--- config.mk ---
export PLATFORM = sky130hd
export DESIGN_NAME = req_grant_sequencer
export DESIGN_NICKNAME = d
export VERILOG_FILES = /design/src/rtl/req_grant_sequencer.sv
export SDC_FILE = /design/constraint.sdc
export NUM_CORES = 1
export LEC_CHECK = 0
export ABC_CLOCK_PERIOD_IN_PS = 1400
export BUFFER_PORTS_ARGS = -buffer_cell sky130_fd_sc_hd__buf_2
export CAP_MARGIN = 20
export CORE_MARGIN = 8
export CORE_UTILIZATION = 28
export DETAILED_ROUTE_END_ITERATION = 12
export PLACE_DENSITY = 0.51
export SYNTH_ARGS = -nofsm -noshare
export SYNTH_HDL_FRONTEND = slang
export SYNTH_SLANG_ARGS = --single-unit
--- constraint.sdc ---
create_clock -name clock -period 1.4 [get_ports clock]
set_clock_uncertainty 0.05 [all_clocks]
set_input_delay 0.21 -clock clock [delete_from_list [all_inputs] [get_ports clock]]
set_output_delay 0.21 -clock clock [all_outputs]
set_load 0.01 [all_outputs]
--- src/rtl/req_grant_sequencer.sv ---
// Sequential front-end for an N-way priority selector: queues request strobes,
// holds the selected grant as bus ownership until done or a hold timeout.

module rgs_pend_cell (
  input  logic clock,
  input  logic reset_n,
  input  logic set,
  input  logic clr,
  output logic q
);
  // set dominates clr so an owner re-requesting on its release edge stays queued
  always_ff @(posedge clock or negedge reset_n) begin
    if (!reset_n)  q <= 1'b0;
    else if (set)  q <= 1'b1;
    else if (clr)  q <= 1'b0;
  end
endmodule

module req_grant_sequencer #(
  parameter int N       = 4,
  parameter int TIMEOUT = 16,
  parameter int IDX_W   = $clog2(N)
) (
  input  logic             clock,
  input  logic             reset_n,
  input  logic [N-1:0]     req_pulse,
  input  logic             done,
  output logic [N-1:0]     sel_req,
  output logic             sel_en,
  input  logic [N-1:0]     sel_gnt,
  output logic [N-1:0]     grant,
  output logic [IDX_W-1:0] grant_idx,
  output logic             grant_valid,
  output logic             timeout
);
  localparam int CNT_W = (TIMEOUT > 1) ? $clog2(TIMEOUT) : 1;
  localparam int LAST_I = (TIMEOUT > 0) ? TIMEOUT - 1 : 0;
  localparam logic [CNT_W-1:0] CNT_LAST = LAST_I[CNT_W-1:0];

  typedef enum logic [1:0] {IDLE, ARB, BUSY} state_t;

  state_t             state, state_nxt;
  logic [N-1:0]       pending, clr_mask, grant_nxt;
  logic [IDX_W-1:0]   idx_nxt, gnt_enc;
  logic [CNT_W-1:0]   cnt, cnt_nxt;
  logic               valid_nxt, to_nxt, tmo_hit;

  genvar g;
  generate
    for (g = 0; g < N; g++) begin : g_pend
      rgs_pend_cell u_cell (
        .clock   (clock),
        .reset_n (reset_n),
        .set     (req_pulse[g]),
        .clr     (clr_mask[g]),
        .q       (pending[g])
      );
    end
  endgenerate

  assign sel_req = pending;
  assign tmo_hit = (TIMEOUT > 0) && (cnt == CNT_LAST);

  always_comb begin
    gnt_enc = '0;
    for (int i = 0; i < N; i++)
      if (sel_gnt[i]) gnt_enc = IDX_W'(i);
  end

  always_comb begin
    state_nxt = state;
    grant_nxt = grant;
    idx_nxt   = grant_idx;
    valid_nxt = grant_valid;
    cnt_nxt   = cnt;
    to_nxt    = 1'b0;
    clr_mask  = '0;
    sel_en    = 1'b0;
    case (state)
      IDLE: if (|pending) state_nxt = ARB;
      ARB: begin
        sel_en = 1'b1;
        if (|sel_gnt) begin
          grant_nxt = sel_gnt;
          idx_nxt   = gnt_enc;
          valid_nxt = 1'b1;
          cnt_nxt   = '0;
          state_nxt = BUSY;
        end else begin
          state_nxt = IDLE;
        end
      end
      BUSY: begin
        cnt_nxt = cnt + CNT_W'(1);
        if (done || tmo_hit) begin
          clr_mask  = grant;
          to_nxt    = !done;
          grant_nxt = '0;
          idx_nxt   = '0;
          valid_nxt = 1'b0;
          // decide on the pending vector as it will look after this edge
          state_nxt = (|((pending & ~grant) | req_pulse)) ? ARB : IDLE;
        end
      end
      default: state_nxt = IDLE;
    endcase
  end

  always_ff @(posedge clock or negedge reset_n) begin
    if (!reset_n) begin
      state       <= IDLE;
      grant       <= '0;
      grant_idx   <= '0;
      grant_valid <= 1'b0;
      timeout     <= 1'b0;
      cnt         <= '0;
    end else begin
      state       <= state_nxt;
      grant       <= grant_nxt;
      grant_idx   <= idx_nxt;
      grant_valid <= valid_nxt;
      timeout     <= to_nxt;
      cnt         <= cnt_nxt;
    end
  end
endmodule

==> results.yml <==
grt:
  grt_pass1_wl_mm: 3.85
  grt_pass1_vias: 805
  use_met3_pct: 2.16
  grt_max_degree: 19
  gr-total-overflow: 0
  grtUsageMet2_pct: 13.4
  antenna_found_initial: 0
  grt-busiest-layer: "met2"
  track_usage_pct: 8.89
  met1_usage_pct: 11.6
detailed_routing:
  drt-total-wl_mm: 2.32
  routed-via-count: 812
  avgRoutedWirePerCell_um: 13.3
  first_pass_iters: 4
  antenna_left: 0
  post-route-drc-count: 0
  first_iter_violations: 24
  vias_per_cell: 4.67
final_layout:
  fillCellCount: 327
  finalNonFillerCells: 174
  layout_common_cells: "22 x buf_2, 17 x dfrtp_1, 12 x buf_4, 6 x inv_1"
  drive_above_1_share_pct: 50.0
  syn2layout_area_growth_pct: 41.8
  nNetsFinal: 145
  diodes: 0
  final_cell_area_um2: 1340
  final_common_cell: "buf_2"
clocking:
  clock_latency_ns: 0.29
  cts_buffers: 3
  clock-sinks: 18
  ctsLongestPathBuffers: 2
  clk_pin_slew_worst_paths_ns: 0.11
  cts_tree: "built"
  cts.htree.levels: 1
  root_buffer: "clkbuf_4"
yosys:
  synth_top_area_cell: "dfrtp_1"
  synth_seq_area_share_pct: 47.7
  synth_top_area_share_pct: 47.7
  syn_nets: 105
  synth_warnings: 0
  ys_seq_elements: 18
  syn_avg_cell_area_um2: 10.6
  synth_cells: 89
  netlist_area_um2: 943
  ys_types: 26
  synthTopCellsByArea: "dfrtp_1 48%, ha_1 6.6%, a21o_1 4.0%"
setup_path:
  endpoint_kind: "primary output"
  cp_slowest_cell: "dfrtp_2"
  cp.arrival_ns: 1.16
  rr_startpoint: "state[0]"
  path_class: "reg2out"
  crit_fanout: 4
  cp-start-kind: "register"
  path_cells: "ha_4 -> buf_6 -> buf_6"
  required_ns: 1.14
  cpMostUsedCell: "buf_6"
  cp-startpoint: "state[0]"
  slowest_delay_ns: 0.47
timing:
  setup_viol_count_final: 4
  fin_ws_ns: -0.0243
  hold_violations: 0
  slew_headroom_pct: 72.2
  whs_ns: 0.0445
  min_period_over_period_pct: 102
  fmax_mhz: 702
  maxSlewViolCount: 0
  min_period_ns: 1.42
  rsz0062_at_grt: "yes"
  tightestPinTransition_ns: 0.417
hold_path:
  min_from: "done"
  hp-class: "in2reg"
die:
  io_pins: 24
  chipWidth_um: 74.0
  fp.dieArea_um2: 5480
  dieHeight_um: 74.0
  placementRows: 21
  core_um2: 3280
  start_util_pct: 28.7
place:
  dp_hpwl_mm: 1.89
  pre_cts_ws_ns: -0.0436
  placed_area_um2: 1200
  dp_cells: 166
  routabilityCongestion: 0.756
  placement.io_buffers: 23
run_status:
  status: "finished with violations"
  violations: "setup timing"
power_and_ir_drop:
  ir_worst_vdd_uv: 678
  leakagePower_nw: 0.600
  power_density_nw_per_um2: 1930
job:
  cap_viol_max_count: 0
[flip-flops by register name, indices dropped and copies added, names as in the netlist]
register	cells
cnt	4
g_pend.u_cell.q	4
grant	4
grant_idx	2
state	2
timeout	1
grant_valid	1
[critical path, delay by kind of cell (launching register included)]
family	cells	cell delay, ns
DFF	1	0.47
buffers and inverters	2	0.22
adders and majority gates	1	0.19
[stage by stage]
stage                     util (%)  TNS (ns)  power [mW]
after floorplan                  -         0        1.62
after global placement        36.6   -0.0227        2.05
after detailed placement      36.6    -0.140        2.08
after CTS                     39.3    -0.255        2.53
after global routing          40.7    -0.694        2.80
final                         40.7   -0.0683        2.59
[where the power goes]
group / internal, mW / leakage (nW) / switching, mW / total, mW
Clock: 0.158 / 0.0210 / 0.165 / 0.323
Sequential: 0.700 / 0.212 / 0.156 / 0.856
Combinational: 0.751 / 0.367 / 0.656 / 1.41
Total: 1.61 / 0.600 / 0.977 / 2.59
[worst paths after layout]
path / endpoint / slack, ns / depth (start not counted)
max: sel_en / -0.02 / 3
min: timeout / 0.04 / 2
max reg2reg: cnt[1] / -0.02 / 5
min reg2reg: grant_valid / 0.44 / 1
max in group asynchronous: state[0] / 0.66 / 2
min in group asynchronous: g_pend[0].u_cell.q / 0.33 / 2
[final cells by class]
type                            instances  area (um^2)  share of cell area [%]
Clock buffer                            4         36.3                    2.71
Timing Repair Buffer                   39          255                    19.1
Tap cell                               46         57.6                    4.30
Sequential cell                        18          452                    33.8
Multi-Input combinational cell         58          498                    37.2
Inverter                                9         38.8                    2.90
[metal layers]
layer	vias to the layer above	wire [um]
met5	-	0
met4	0	34
met3	2	100
met2	17	1070
met1	390	1120
li1	403	-
[synth_stat cells (all sizes together)]
cell type  count
o2bb2ai        2
a32o           1
inv            9
nand3          6
and3           1
ha             5
dfrtp         18
a21oi          6
o21ai          2
nor3           3
nor4           3
a222oi         1
or3b           1
nor2           2
a21o           5
a311o          1
nand2         10
a22o           4
mux2           1
buf            4
mux2i          3
o221ai         1
[logic make-up after synthesis]
family                   Yosys count  share of synthesized area (%)
AND/OR/NAND/NOR                   26                           16.6
multiplexers                       4                           4.38
flip-flops                        18                           47.7
AO/OA/AOI/OAI                     23                           17.9
buffers and inverters             13                           6.76
adder cells (fa/ha/maj)            5                           6.63
[what timing repair did]
action / CTS / global route
endpoints found under the setup margin: 12 / 17
pin swaps: 3 / 4
endpoints found under the hold margin: 18 / 0
setup buffers: 3 / 0
gates resized for setup: 5 / 15
hold buffers: 1 / 0
Power figures use the tool's default switching activity.
